File: config.mk
export PLATFORM = sky130hd
export DESIGN_NAME = vid_timing_rx_flat
export DESIGN_NICKNAME = d
export VERILOG_FILES = /design/src/rtl/vid_timing_rx_if.sv /design/src/rtl/vid_timing_rx.sv /design/src/flat_wrapper.sv
export SDC_FILE = /design/constraint.sdc
export NUM_CORES = 1
export LEC_CHECK = 0
export CAP_MARGIN = 5
export CELL_PAD_IN_SITES_DETAIL_PLACEMENT = 0
export CELL_PAD_IN_SITES_GLOBAL_PLACEMENT = 2
export CORE_ASPECT_RATIO = 0.6
export CORE_MARGIN = 3
export CORE_UTILIZATION = 33
export CTS_CLUSTER_SIZE = 40
export DETAILED_ROUTE_END_ITERATION = 10
export GPL_ROUTABILITY_DRIVEN = 1
export PLACE_DENSITY_LB_ADDON = 0.12
export SLEW_MARGIN = 20
export SYNTH_ARGS = -nofsm -noshare
export SYNTH_HDL_FRONTEND = slang
export SYNTH_SLANG_ARGS = --single-unit
export TNS_END_PERCENT = 50
File: constraint.sdc
create_clock -name px_clk -period 6.3 [get_ports px_clk]
set_input_delay 1.26 -clock px_clk [delete_from_list [all_inputs] [get_ports px_clk]]
set_output_delay 1.26 -clock px_clk [all_outputs]
set_load 0.03 [all_outputs]
File: src/rtl/vid_timing_rx_if.sv
// ---------------------------------------------------------------------------
// vid_timing_rx_if
//   Incoming video bus for the timing receiver.
//   vsync_i  : high across the active-line window of a frame
//   hsync_i  : rising edge marks the start of a line
//   dval_i   : pixel valid
//   rdata_i / gdata_i / bdata_i : RGB888 pixel components
//   master : video source (drives the bus)
//   slave  : video sink (samples the bus)
// ---------------------------------------------------------------------------
interface vid_timing_rx_if;
    logic       vsync_i;
    logic       hsync_i;
    logic       dval_i;
    logic [7:0] rdata_i;
    logic [7:0] gdata_i;
    logic [7:0] bdata_i;

    modport master (
        output vsync_i, hsync_i, dval_i, rdata_i, gdata_i, bdata_i
    );

    modport slave (
        input vsync_i, hsync_i, dval_i, rdata_i, gdata_i, bdata_i
    );
endinterface

File: src/rtl/vid_timing_rx.sv
// ---------------------------------------------------------------------------
// vid_timing_rx
//   Video timing receiver / checker in the pixel clock domain. Re-times the
//   incoming pixels with one cycle of latency, tags them with x/y and
//   start-of-frame, measures active geometry per frame and declares lock
//   after LOCK_FRAMES consecutive frames of the expected geometry.
//
//   px_clk, sys_rst     : clock, asynchronous active-high reset
//   vid (slave)         : vsync/hsync/dval/RGB888 input bus
//   pix_valid_o, [rgb]data_o, x_o, y_o, sof_o : re-timed pixel stream
//   line_err_o, frame_err_o : one-cycle error pulses
//   locked_o            : geometry lock status
//   meas_hact_o, meas_vact_o : measured geometry of last completed frame
//   frame_cnt_o, err_cnt_o   : completed frames (wraps), frame errors (sat)
// ---------------------------------------------------------------------------
module vid_timing_rx #(
    parameter int unsigned HACT_EXP    = 640,
    parameter int unsigned VACT_EXP    = 480,
    parameter int unsigned LOCK_FRAMES = 2
) (
    input  logic                px_clk,
    input  logic                sys_rst,
    vid_timing_rx_if.slave      vid,
    output logic                pix_valid_o,
    output logic [7:0]          rdata_o,
    output logic [7:0]          gdata_o,
    output logic [7:0]          bdata_o,
    output logic [11:0]         x_o,
    output logic [11:0]         y_o,
    output logic                sof_o,
    output logic                line_err_o,
    output logic                frame_err_o,
    output logic                locked_o,
    output logic [11:0]         meas_hact_o,
    output logic [11:0]         meas_vact_o,
    output logic [15:0]         frame_cnt_o,
    output logic [7:0]          err_cnt_o
);

    localparam logic [11:0] HACT_W = 12'(HACT_EXP);
    localparam logic [11:0] VACT_W = 12'(VACT_EXP);
    localparam logic [4:0]  LOCK_W = 5'(LOCK_FRAMES);

    typedef enum logic [1:0] {ST_IDLE, ST_HUNT, ST_LOCKED} state_t;

    function automatic logic [11:0] sat_inc12(input logic [11:0] v);
        return (v == 12'hFFF) ? v : v + 12'd1;
    endfunction

    state_t      state_q, state_d;
    logic        hsync_q, hsync_d, vsync_q, vsync_d;
    logic        active_q, active_d;
    logic        sof_arm_q, sof_arm_d;
    logic        bad_q, bad_d;
    logic [11:0] pcnt_q, pcnt_d;
    logic [11:0] lcnt_q, lcnt_d;
    logic [11:0] last_q, last_d;
    logic [3:0]  gcnt_q, gcnt_d;
    logic        pix_valid_q, pix_valid_d;
    logic [7:0]  rdata_q, rdata_d, gdata_q, gdata_d, bdata_q, bdata_d;
    logic [11:0] x_q, x_d, y_q, y_d;
    logic        sof_q, sof_d;
    logic        line_err_q, line_err_d;
    logic        frame_err_q, frame_err_d;
    logic        locked_q, locked_d;
    logic [11:0] meas_hact_q, meas_hact_d, meas_vact_q, meas_vact_d;
    logic [15:0] frame_cnt_q, frame_cnt_d;
    logic [7:0]  err_cnt_q, err_cnt_d;

    logic        hs_rise, vs_rise, vs_fall;
    logic        frame_end, close_ev, pix, frame_good;
    logic [4:0]  gcnt_inc;

    always_comb begin
        hs_rise   = vid.hsync_i & ~hsync_q;
        vs_rise   = vid.vsync_i & ~vsync_q;
        vs_fall   = ~vid.vsync_i & vsync_q;
        // A fall only ends a frame that was actually opened by a rise.
        frame_end = vs_fall & active_q;
        close_ev  = active_q & (hs_rise | vs_fall) & (pcnt_q != 12'd0);
        pix       = vid.vsync_i & (active_q | vs_rise) & vid.dval_i;
        gcnt_inc  = {1'b0, gcnt_q} + 5'd1;

        hsync_d     = vid.hsync_i;
        vsync_d     = vid.vsync_i;
        active_d    = active_q;
        sof_arm_d   = sof_arm_q;
        bad_d       = bad_q;
        pcnt_d      = pcnt_q;
        lcnt_d      = lcnt_q;
        last_d      = last_q;
        gcnt_d      = gcnt_q;
        state_d     = state_q;
        pix_valid_d = pix;
        rdata_d     = vid.rdata_i;
        gdata_d     = vid.gdata_i;
        bdata_d     = vid.bdata_i;
        x_d         = x_q;
        y_d         = y_q;
        sof_d       = 1'b0;
        line_err_d  = 1'b0;
        frame_err_d = 1'b0;
        meas_hact_d = meas_hact_q;
        meas_vact_d = meas_vact_q;
        frame_cnt_d = frame_cnt_q;
        err_cnt_d   = err_cnt_q;
        frame_good  = 1'b0;

        if (vs_rise) begin
            active_d  = 1'b1;
            pcnt_d    = 12'd0;
            lcnt_d    = 12'd0;
            bad_d     = 1'b0;
            sof_arm_d = 1'b1;
        end else if (vs_fall) begin
            active_d = 1'b0;
        end

        // Close the running line first so a pixel in the hs_rise cycle
        // becomes pixel 0 of the new line.
        if (close_ev) begin
            lcnt_d = sat_inc12(lcnt_q);
            last_d = pcnt_q;
            pcnt_d = 12'd0;
            if (pcnt_q != HACT_W) begin
                line_err_d = 1'b1;
                bad_d      = 1'b1;
            end
        end

        if (pix) begin
            x_d       = pcnt_d;
            y_d       = lcnt_d;
            sof_d     = sof_arm_d;
            sof_arm_d = 1'b0;
            pcnt_d    = sat_inc12(pcnt_d);
        end

        if (frame_end) begin
            meas_vact_d = lcnt_d;
            meas_hact_d = last_d;
            frame_cnt_d = frame_cnt_q + 16'd1;
            frame_good  = (lcnt_d == VACT_W) && !bad_d;
        end

        case (state_q)
            ST_IDLE: begin
                if (vs_rise) begin
                    state_d = ST_HUNT;
                    gcnt_d  = 4'd0;
                end
            end
            ST_HUNT: begin
                if (frame_end) begin
                    if (frame_good) begin
                        gcnt_d = gcnt_inc[3:0];
                        if (gcnt_inc >= LOCK_W) state_d = ST_LOCKED;
                    end else begin
                        gcnt_d      = 4'd0;
                        frame_err_d = 1'b1;
                    end
                end
            end
            ST_LOCKED: begin
                if (frame_end && !frame_good) begin
                    state_d     = ST_HUNT;
                    gcnt_d      = 4'd0;
                    frame_err_d = 1'b1;
                end
            end
            default: state_d = ST_IDLE;
        endcase

        locked_d = (state_d == ST_LOCKED);
        if (frame_err_d && err_cnt_q != 8'hFF) err_cnt_d = err_cnt_q + 8'd1;
    end

    // Stage boundary: all state and the re-timed pixel stream.
    always_ff @(posedge px_clk or posedge sys_rst) begin
        if (sys_rst) begin
            state_q     <= ST_IDLE;
            hsync_q     <= 1'b0;
            vsync_q     <= 1'b0;
            active_q    <= 1'b0;
            sof_arm_q   <= 1'b0;
            bad_q       <= 1'b0;
            pcnt_q      <= '0;
            lcnt_q      <= '0;
            last_q      <= '0;
            gcnt_q      <= '0;
            pix_valid_q <= 1'b0;
            rdata_q     <= '0;
            gdata_q     <= '0;
            bdata_q     <= '0;
            x_q         <= '0;
            y_q         <= '0;
            sof_q       <= 1'b0;
            line_err_q  <= 1'b0;
            frame_err_q <= 1'b0;
            locked_q    <= 1'b0;
            meas_hact_q <= '0;
            meas_vact_q <= '0;
            frame_cnt_q <= '0;
            err_cnt_q   <= '0;
        end else begin
            state_q     <= state_d;
            hsync_q     <= hsync_d;
            vsync_q     <= vsync_d;
            active_q    <= active_d;
            sof_arm_q   <= sof_arm_d;
            bad_q       <= bad_d;
            pcnt_q      <= pcnt_d;
            lcnt_q      <= lcnt_d;
            last_q      <= last_d;
            gcnt_q      <= gcnt_d;
            pix_valid_q <= pix_valid_d;
            rdata_q     <= rdata_d;
            gdata_q     <= gdata_d;
            bdata_q     <= bdata_d;
            x_q         <= x_d;
            y_q         <= y_d;
            sof_q       <= sof_d;
            line_err_q  <= line_err_d;
            frame_err_q <= frame_err_d;
            locked_q    <= locked_d;
            meas_hact_q <= meas_hact_d;
            meas_vact_q <= meas_vact_d;
            frame_cnt_q <= frame_cnt_d;
            err_cnt_q   <= err_cnt_d;
        end
    end

    assign pix_valid_o = pix_valid_q;
    assign rdata_o     = rdata_q;
    assign gdata_o     = gdata_q;
    assign bdata_o     = bdata_q;
    assign x_o         = x_q;
    assign y_o         = y_q;
    assign sof_o       = sof_q;
    assign line_err_o  = line_err_q;
    assign frame_err_o = frame_err_q;
    assign locked_o    = locked_q;
    assign meas_hact_o = meas_hact_q;
    assign meas_vact_o = meas_vact_q;
    assign frame_cnt_o = frame_cnt_q;
    assign err_cnt_o   = err_cnt_q;

endmodule

File: src/flat_wrapper.sv
// flat-port wrapper written by rule: the top's interface ports become plain ports
module vid_timing_rx_flat 
#(
    parameter int unsigned HACT_EXP    = 640,
    parameter int unsigned VACT_EXP    = 480,
    parameter int unsigned LOCK_FRAMES = 2
)
  (px_clk, sys_rst, pix_valid_o, rdata_o, gdata_o, bdata_o, x_o, y_o, sof_o, line_err_o, frame_err_o, locked_o, meas_hact_o, meas_vact_o, frame_cnt_o, err_cnt_o, vid_vsync_i, vid_hsync_i, vid_dval_i, vid_rdata_i, vid_gdata_i, vid_bdata_i);
  vid_timing_rx_if vid_i ();
  input  logic px_clk;
  input  logic sys_rst;
  output logic pix_valid_o;
  output logic [7:0] rdata_o;
  output logic [7:0] gdata_o;
  output logic [7:0] bdata_o;
  output logic [11:0] x_o;
  output logic [11:0] y_o;
  output logic sof_o;
  output logic line_err_o;
  output logic frame_err_o;
  output logic locked_o;
  output logic [11:0] meas_hact_o;
  output logic [11:0] meas_vact_o;
  output logic [15:0] frame_cnt_o;
  output logic [7:0] err_cnt_o;
  input wire logic [$bits(vid_i.vsync_i)-1:0] vid_vsync_i;
  input wire logic [$bits(vid_i.hsync_i)-1:0] vid_hsync_i;
  input wire logic [$bits(vid_i.dval_i)-1:0] vid_dval_i;
  input wire logic [$bits(vid_i.rdata_i)-1:0] vid_rdata_i;
  input wire logic [$bits(vid_i.gdata_i)-1:0] vid_gdata_i;
  input wire logic [$bits(vid_i.bdata_i)-1:0] vid_bdata_i;
  assign vid_i.vsync_i = vid_vsync_i;
  assign vid_i.hsync_i = vid_hsync_i;
  assign vid_i.dval_i = vid_dval_i;
  assign vid_i.rdata_i = vid_rdata_i;
  assign vid_i.gdata_i = vid_gdata_i;
  assign vid_i.bdata_i = vid_bdata_i;
  vid_timing_rx #(.HACT_EXP(HACT_EXP), .VACT_EXP(VACT_EXP), .LOCK_FRAMES(LOCK_FRAMES)) u_core (.px_clk(px_clk), .sys_rst(sys_rst), .vid(vid_i), .pix_valid_o(pix_valid_o), .rdata_o(rdata_o), .gdata_o(gdata_o), .bdata_o(bdata_o), .x_o(x_o), .y_o(y_o), .sof_o(sof_o), .line_err_o(line_err_o), .frame_err_o(frame_err_o), .locked_o(locked_o), .meas_hact_o(meas_hact_o), .meas_vact_o(meas_vact_o), .frame_cnt_o(frame_cnt_o), .err_cnt_o(err_cnt_o));
endmodule
==> impl_metrics.toml, run 1 <==
[clock_tree]
htreeDepth = 4
cts.clk_slew.worst_paths_ns = 0.06
post_cts_buffers = 0
hold_buffers = 0
cts_tree = "yes"
clock_sinks = 148
worstSkewPairLatency_ns = 0.42
cts_buffers = 17
cts_buffer_depth = 2
cts_resized = 0
root_buffer = "clkbuf_16"

[synth]
synth_largest_area_cell = "dfrtp_1"
synth_edf_count = 0
synth_compound_area_frac = 0.09670
syn_area_sq_mm = 0.006327
synth_cell_types = 63
synth_ff_type = "dfrtp_1"
synthCells = 589
yosysTopAreaCellShare = 0.5853
yosysSeqAreaShare = 0.5853
ys_async_sr_fraction = 1.000
syn_avg_cell_area_sq_um = 10.74
synthAdderAreaFrac = 0.02373
synthSimpleGateAreaFrac = 0.1855
synth_top_family_by_area = "simple AND/OR/NAND/NOR gates"
yosysWarnings = 0
syn_nets = 630
synthTopCellsByArea = "dfrtp_1 (59%), nand2_1 (6.7%), o21ai_0 (3.1%)"
synthXorXnorAreaFrac = 0.04291
ys_ff_latch = 148
muxShareOfSynthArea = 0.03342

[placement]
placed_cells = 942
gp_congestion = 0.8557
port_buffers = 129
hpwlAfterDp_um = 11910

[detailed_routing]
ant_nets = 0
wl_um = 16880
drt_pass1_iterations = 5
wl_per_cell_um = 17.34
drc = 0
vias = 4879
vias_per_cell = 5.014
first_iter_violations = 399

[layout]
drive_gt1_frac = 0.09141
nNetsFinal = 762
diodes = 0
area_delta_synth_final_pct = 33.42
layout.cells.non_filler = 973
postLayoutCoreUtil = 0.4576

[timing]
worst_slew_pin_slew_ns = 0.8830
skew_ns = 0.008743
fin_crit_ns = 4.640
max_slew_margin = 0.4113
rsz0062_at_grt = "false"
slew_violations = 0
fin_crit_sh = 0.7366
fin_setup_tns_ns = 0
setup_viol = 0
finalHoldViolCount = 0
max_freq_ghz = 0.2155

[floorplan]
io_pins = 130
die_x_um = 184.8
start_util = 0.3430
core_sq_mm = 0.01845
die_h_um = 113.3
dieArea_sq_mm = 0.02093
num_rows = 38

[grt]
grtUsageTotal = 0.1733
grt-ovfl-total = 0
grt_max_degree = 101
antenna_found_initial = 0
grt_pass1_vias = 4962
grt_pass1_wl_um = 27790

[run_status]
outcome = "completed"

[power]
leakage_nw = 3.794
vdd_drop_max_uv = 161.2
power.density_mw_per_mm2 = 284.3

[worst_setup_path]
path_class = "primary input to flip-flop"
critPathMaxFanout = 14
path_buf_inv = 3
end_kind = "flip-flop"
r2r_slack_ns = 2.26
cp_num_cells = 11
cp.arrival_ns = 4.95
rr_worst_depth = 9
crit_chain = "clkdlybuf4s50_1, inv_1, ha_1, o21a_1, a21oi_1, o22ai_1, inv_1, nand4_1, o31ai_4, or3_1, mux2_1"
cp.required_ns = 6.61
max_stage_delay_ns = 0.77
cp-start-kind = "primary input"
cpMostUsedCell = "inv_1"
slowest_stage = "a21oi_1"
path_delay_family = "compound AO/OA/AOI/OAI gates"

[job]
drv_cap = 0

[worst_hold_path]
hold_class = "flip-flop to flip-flop"
min_path_cells = 2
-- worst paths after layout --
path,start,endpoint
worst max register to register,u_core.pcnt_q[5]$_DFF_PP0_,u_core.err_cnt_o[1]$_DFFE_PP0P_
max in group asynchronous,sys_rst,u_core.vsync_q$_DFF_PP0_
worst min-delay path,u_core.last_q[6]$_DFF_PP0_,u_core.last_q[6]$_DFF_PP0_
worst max-delay path,vid_vsync_i,u_core.err_cnt_o[1]$_DFFE_PP0P_
min in group asynchronous,sys_rst,u_core.rdata_o[3]$_DFF_PP0_
worst min register to register,u_core.last_q[6]$_DFF_PP0_,u_core.last_q[6]$_DFF_PP0_
-- stage by stage --
step	setup WS, ns	hold slack, ns	power, mW	cell area, sq um
6_report	1.660	0.4724	2.400	8442
5_1_grt	1.333	0.5014	2.517	8442
4_1_cts	1.654	0.4798	2.436	8442
3_5_place_dp	1.204	0.4647	1.426	7873
3_3_place_gp	1.437	0.4580	1.425	7873
2_1_floorplan	1.060	0.4358	1.270	6327
-- state kept, by name (all words and copies together) (netlist names), 2 cells and up --
| name | count |
|---|---|
| u_core.rdata_o | 8 |
| u_core.last_q | 12 |
| u_core.frame_cnt_o | 16 |
| u_core.err_cnt_o | 8 |
| u_core.gdata_o | 8 |
| u_core.bdata_o | 8 |
| u_core.x_o | 12 |
| u_core.state_q | 2 |
| u_core.meas_hact_o | 12 |
| u_core.y_o | 12 |
| u_core.meas_vact_o | 12 |
| u_core.gcnt_q | 4 |
| u_core.lcnt_q | 12 |
| u_core.pcnt_q | 12 |
-- power breakdown --
group	internal, mW	leakage, nW	switching, mW
Clock	0.600	0.280	0.393
Combinational	0.140	1.53	0.215
Sequential	1.01	1.98	0.0461
-- worst reg2reg max path, stage by stage (launching register included) --
cell,delay (ns)
dfrtp_1,0.47
or4_4,0.58
or3_4,0.49
a21oi_1,0.72
o22ai_1,0.31
inv_1,0.12
nand4_1,0.26
o31ai_4,0.44
or3_1,0.21
mux2_1,0.32
-- per-layer routing --
| layer | vias up | track usage | share of wire |
|---|---|---|---|
| li1 | 2308 | - | - |
| met1 | 2335 | 0.2794 | 0.54 |
| met2 | 217 | 0.2010 | 0.34 |
| met3 | 19 | 0.07228 | 0.11 |
| met4 | 0 | 0.05345 | 0.011 |
| met5 | - | 0 | 0 |
-- cells in the mapped netlist (all sizes together) (7+ instances only) --
library cell    n
xor2           13
mux2           17
nand4          12
nand3          22
inv            27
a21oi          10
nor4            7
dfrtp         148
nor3            9
xnor2          18
o21ai          42
ha             12
and3           14
clkbuf         19
nand2         114
nor2           27
-- logic make-up after synthesis --
family | Yosys count
compound gates | 90
xor+xnor | 31
fa+ha+maj | 12
buf+inv | 50
flops | 148
mux | 19
simple gates | 239
-- cell usage in the layout (no fill, tap or decap), types with 3 or more instances in the layout --
| cell type | netlist | layout |
|---|---|---|
| clkdlybuf4s50_1 | 0 | 129 |
| nand2b_1 | 3 | 3 |
| xnor2_1 | 18 | 18 |
| clkbuf_16 | 0 | 17 |
| inv_1 | 27 | 26 |
| dfrtp_1 | 148 | 148 |
| nor4b_1 | 6 | 6 |
| buf_4 | 0 | 7 |
| or3_1 | 5 | 5 |
| a211oi_1 | 3 | 3 |
| ha_1 | 12 | 12 |
| or4_1 | 3 | 3 |
| o211ai_1 | 3 | 3 |
| o21ai_0 | 39 | 39 |
| xor2_1 | 13 | 13 |
| mux2_2 | 16 | 16 |
| nor4_1 | 6 | 6 |
| nand2_1 | 113 | 113 |
| clkinv_2 | 0 | 4 |
| o31ai_1 | 3 | 3 |
| a31oi_1 | 4 | 4 |
| clkbuf_1 | 19 | 3 |
| nand3_1 | 22 | 22 |
| nand4_1 | 12 | 12 |
| nor2_1 | 27 | 27 |
| a21oi_1 | 9 | 9 |
| and2_1 | 4 | 4 |
| nor3_1 | 9 | 9 |
| and3_1 | 14 | 14 |
-- area by class of cell --
cell class	count	area, sq um
clock buffers	22	464.2
inverters	27	106.4
fillers	1750	10010
flip-flops and latches	148	3704
clock inverters	9	105.1
well taps	240	300.3
multi-input cells	391	2419
repair buffers	136	1344
Power figures use the tool's default switching activity.
==> run 2: changes to the inputs <==
- CORE_UTILIZATION: 33 -> 29
- clock period: 6.3 -> 3.7 ns (I/O delays scaled with it)
==> run 2 against run 1 <==
Against the previous run: via count increased by 3.0%; utilization decreased by 2.8 points; total power increased by 72%; first-iteration DRC count decreased by 46%; setup slack got worse by 1.5 ns; wire length increased by 9.1%; register-to-register slack got worse by 2.1 ns; final area increased by 8.0%; clock-buffer cell count increased by 2.
==> impl_metrics.toml, run 2 (synthesized netlist as in run 1, its figures left out) <==
[placement]
gp_congestion = 0.8610
hpwlAfterDp_um = 13720
place_area_sq_mm = 0.008493
place_ws_ns = -0.4210
port_buffers = 129

[timing]
hold-worst-slack_ns = 0.4754
slew_violations = 0
finalHoldViolCount = 0
max_slew_margin = 0.5533
max_freq_ghz = 0.2824
rsz0062_at_grt = "false"
fin_crit_sh = 0.9570
fin_setup_tns_ns = 0
finalWorstSetupSlack_ns = 0.1590
skew_ns = 0.007699
fin_crit_ns = 3.541
setup_viol = 0
worst_slew_pin_slew_ns = 0.6686

[layout]
area_delta_synth_final_pct = 44.04
nNetsFinal = 839
drive_gt1_frac = 0.1837
diodes = 0
largest_reg_flops = 16
layout_commonest_cell = "dfrtp_1"
layout_common_cells = "dfrtp_1 (148), clkdlybuf4s50_1 (129), nand2_1 (113)"
final_area_sq_mm = 0.009114

[grt]
grt_pass1_vias = 5100
use_met3 = 0.06377
grt_max_degree = 61
grt_busiest_layer = "met1"
met2_usage = 0.1984
grtUsageTotal = 0.1624
grt_util_met1 = 0.2589
grt_pass1_wl_um = 29270
grt-ovfl-total = 0
antenna_found_initial = 0

[worst_setup_path]
cp-start-kind = "flip-flop"
critPathMaxFanout = 8
rr_worst_depth = 8
r2r_slack_ns = 0.16
reg2reg_to = "u_core.err_cnt_o[1]$_DFFE_PP0P_"
r2r-start = "u_core.pcnt_q[1]$_DFF_PP0_"
crit_chain = "or4_4, or3_4, a21oi_1, a311oi_2, or4_4, o31ai_4, or3_4, mux2_1"
cp.arrival_ns = 3.85
end_kind = "flip-flop"
cp.required_ns = 4.01
path_class = "flip-flop to flip-flop"
max_stage_delay_ns = 0.58
slowest_stage = "or4_4"

[floorplan]
io_pins = 130
dieArea_sq_mm = 0.02369
die_h_um = 120.4
start_util = 0.2979
num_rows = 41
die_x_um = 196.7
core_sq_mm = 0.02124

[clock_tree]
root_buffer = "clkbuf_16"
cts_buffer_depth = 2
worstSkewPairLatency_ns = 0.43
cts_tree = "yes"
cts_buffers = 17
cts.clk_slew.worst_paths_ns = 0.06
clock_sinks = 148
hold_buffers = 0
htreeDepth = 4

[run_status]
outcome = "completed"

[detailed_routing]
ant_nets = 0
drt_pass1_iterations = 6
vias = 5024
wl_um = 18410
wl_per_cell_um = 16.89
drc = 0
vias_per_cell = 4.609
first_iter_violations = 214

[job]
drv_cap = 0

[worst_hold_path]
min_path_cells = 2
hold_class = "flip-flop to flip-flop"
holdCritStartpoint = "u_core.last_q[7]$_DFF_PP0_"
hold-path-endpoint = "u_core.last_q[7]$_DFF_PP0_"

[power]
leakage_nw = 4.185
vdd_drop_max_uv = 362.5
power.density_mw_per_mm2 = 453.8
run 2: per-layer routing:
metal / vias up / wire, um
met5: - / 0
met4: 0 / 172
met3: 12 / 1347
met2: 130 / 6584
met1: 2423 / 10300
li1: 2459 / -
run 2: report_power, final:
| group | internal [mW] | switching, mW | total (mW) |
|---|---|---|---|
| Combinational | 0.299 | 0.390 | 0.689 |
| Clock | 0.993 | 0.670 | 1.66 |
| Sequential | 1.71 | 0.0706 | 1.78 |
run 2: timing repair:
| item | CTS | global route |
|---|---|---|
| setup buffers | 0 | 4 |
| endpoints found under the setup margin | 0 | 7 |
| resized for setup | 0 | 7 |
run 2: stage by stage:
| step | utilization | total power [mW] | instances |
|---|---|---|---|
| floorplan | - | 2.163 | 589 |
| detailed placement | 0.3999 | 2.484 | 1054 |
| global placement | 0.3999 | 2.483 | 1054 |
| global route | 0.4291 | 4.328 | 1090 |
| CTS | 0.4266 | 4.181 | 1086 |
| finish | 0.4291 | 4.136 | 1090 |
run 2: worst max path at each step:
stage	startpoint	end
CTS	vid_hsync_i	u_core.err_cnt_o[1]$_DFFE_PP0P_
global route	vid_vsync_i	u_core.err_cnt_o[1]$_DFFE_PP0P_
floorplan	vid_vsync_i	u_core.err_cnt_o[1]$_DFFE_PP0P_
finish	u_core.pcnt_q[1]$_DFF_PP0_	u_core.err_cnt_o[1]$_DFFE_PP0P_
global placement	vid_hsync_i	u_core.err_cnt_o[1]$_DFFE_PP0P_
detailed placement	vid_hsync_i	u_core.err_cnt_o[1]$_DFFE_PP0P_
run 2: critical path, delay by kind of cell (launching register included):
kind / cells / cell delay (ns)
DFF: 1 / 0.39
and+or+nand+nor: 4 / 1.82
AOI/OAI and AO/OA: 3 / 0.91
muxes: 1 / 0.31
run 2: final cells by class:
class                           count  area [sq um]
Clock buffer                       24         491.7
Clock inverter                      8         75.07
Fill cell                        2049         12120
Inverter                           27         105.1
Multi-Input combinational cell    391          2442
Sequential cell                   148          3704
Tap cell                          279         349.1
Timing Repair Buffer              213          1947
==> run 3: changes to the inputs <==
- CORE_MARGIN: 3 -> not set
- REMOVE_ABC_BUFFERS: not set -> 1
==> run 3 against run 2 <==
Against the previous run: largest cell class unchanged; the run now ends with DRC left; final cell count decreased by 1.7%; global-route usage up 0.60 points; wire length shrank 2.7%; critical path depth increased by 1.
==> impl_metrics.toml, run 3 (synthesized netlist as in run 1, its figures left out) <==
[placement]
place_area_sq_mm = 0.008389
place_ws_ns = -0.1811
gp_congestion = 0.8821
hpwlAfterDp_um = 12850
port_buffers = 129

[detailed_routing]
wl_met2_um = 6673
vias_per_cell = 4.634
wl_per_cell_um = 16.73
ant_nets = 0
drc = 22
wl_um = 17910
vias = 4963
wl_met3_um = 1258
first_iter_violations = 242
m1WireLength_um = 9798
drt_pass1_iterations = 7
routed.top_layer = "met4"

[clock_tree]
cts_resized = 0
cts.clk_slew.worst_paths_ns = 0.06
root_buffer = "clkbuf_16"
cts_buffer_depth = 2
post_cts_buffers = 0
worstSkewPairLatency_ns = 0.43
cts_buffers = 17
clock_sinks = 148
hold_buffers = 0
htreeDepth = 4
cts_tree = "yes"

[grt]
antenna_found_initial = 0
grt_pass1_wl_um = 28150
grt-ovfl-total = 0
grt_max_degree = 75
grtUsageTotal = 0.1684
grt_pass1_vias = 4925

[layout]
diodes = 0
largest_reg_flops = 16
final_area_sq_mm = 0.008999
area_delta_synth_final_pct = 42.22
layout_commonest_cell = "dfrtp_1"
nNetsFinal = 821
drive_gt1_frac = 0.1616
layout_common_cells = "dfrtp_1 (148), clkdlybuf4s50_1 (129), nand2_1 (113)"

[worst_setup_path]
path_class = "flip-flop to flip-flop"
critPathMaxFanout = 11
rr_worst_depth = 9
max_stage_delay_ns = 0.63
crit_chain = "or4_1, or3_4, and3_1, a22oi_2, inv_1, or4_4, o31ai_4, or3_1, mux2_1"
cp.arrival_ns = 3.76
reg2reg_to = "u_core.err_cnt_o[1]$_DFFE_PP0P_"
slowest_stage = "or4_1"
cp-start-kind = "flip-flop"
cp.required_ns = 4.01
end_kind = "flip-flop"
r2r_slack_ns = 0.25
r2r-start = "u_core.pcnt_q[1]$_DFF_PP0_"
path_buf_inv = 1
path_delay_family = "simple AND/OR/NAND/NOR gates"

[worst_hold_path]
min_path_cells = 1
holdCritStartpoint = "u_core.frame_cnt_o[15]$_DFFE_PP0P_"
hold-path-endpoint = "u_core.frame_cnt_o[15]$_DFFE_PP0P_"
hold_class = "flip-flop to flip-flop"

[floorplan]
start_util = 0.2986
io_pins = 130
die_h_um = 116.4
dieArea_sq_mm = 0.02243
num_rows = 41
core_sq_mm = 0.02119
die_x_um = 192.7

[timing]
fin_crit_sh = 0.9319
rsz0062_at_grt = "false"
finalHoldViolCount = 0
skew_ns = 0.006072
max_freq_ghz = 0.2900
hold-worst-slack_ns = 0.4671
setup_viol = 0
worst_slew_pin_slew_ns = 0.6783
slew_violations = 0
fin_crit_ns = 3.448
max_slew_margin = 0.5475
finalWorstSetupSlack_ns = 0.2521

[power]
clockPowerShare = 0.421
vdd_drop_max_uv = 319.2
leakage_nw = 4.115
power.switching_mw = 1.131
swShare = 0.2674
finalPower_mw = 4.230
p_comb_frac = 0.155
p_seq_frac = 0.424
power.density_mw_per_mm2 = 470.1
cell_internal_pwr_mw = 3.099

[run_status]
outcome = "finished with violations"
violations = "DRC"

[job]
drv_cap = 0
run 3: per-layer routing:
layer / vias up / global-route usage
met4: 0 / 0.05197
met5: - / 0
met1: 2392 / 0.2667
li1: 2419 / -
met3: 13 / 0.05018
met2: 139 / 0.2105
run 3: worst max-delay path by stage:
stage | from | slack (ns) | depth (start not counted) | endpoint
finish | u_core.pcnt_q[1]$_DFF_PP0_ | 0.25 | 9 | u_core.err_cnt_o[1]$_DFFE_PP0P_
global route | u_core.pcnt_q[1]$_DFF_PP0_ | 0.03 | 11 | u_core.err_cnt_o[1]$_DFFE_PP0P_
CTS | u_core.pcnt_q[1]$_DFF_PP0_ | 0.11 | 10 | u_core.err_cnt_o[1]$_DFFE_PP0P_
detailed placement | vid_vsync_i | -0.18 | 13 | u_core.err_cnt_o[1]$_DFFE_PP0P_
global placement | vid_vsync_i | -0.14 | 13 | u_core.gcnt_q[1]$_DFFE_PP0P_
floorplan | sys_rst | -1.02 | 1 | u_core.active_q$_DFFE_PP0P_
run 3: power by group through the flow:
| stage | Clock, mW | Combinational (mW) | Sequential, mW |
|---|---|---|---|
| 2_1_floorplan | 0 | 0.194 | 1.95 |
| 3_3_place_gp | 0 | 0.656 | 1.82 |
| 3_5_place_dp | 0 | 0.660 | 1.82 |
| 4_1_cts | 1.85 | 0.664 | 1.79 |
| 5_1_grt | 1.91 | 0.712 | 1.80 |
| 6_report | 1.78 | 0.657 | 1.79 |
run 3: layout make-up:
class                   instances  area [sq um]
multi-input cells             391          2426
flip-flops and latches        148          3704
repair buffers                195          1812
fillers                      2071         12190
clock buffers                  22         474.2
clock inverters                 9         127.6
inverters                      27         106.4
well taps                     279         349.1
run 3: worst register-to-register path: stages (launching register included):
cell     delay [ns]
dfrtp_1        0.37
or4_1          0.63
or3_4          0.50
and3_1         0.27
a22oi_2        0.23
inv_1          0.08
or4_4          0.53
o31ai_4        0.21
or3_1          0.17
mux2_1         0.33
run 3: stage by stage:
step                cells  utilization  setup TNS, ns
finish               1071       0.4247              0
global route         1071       0.4247              0
CTS                  1071       0.4244              0
detailed placement   1040       0.3960         -1.333
global placement     1040       0.3960         -1.205
floorplan             566            -        -151.15
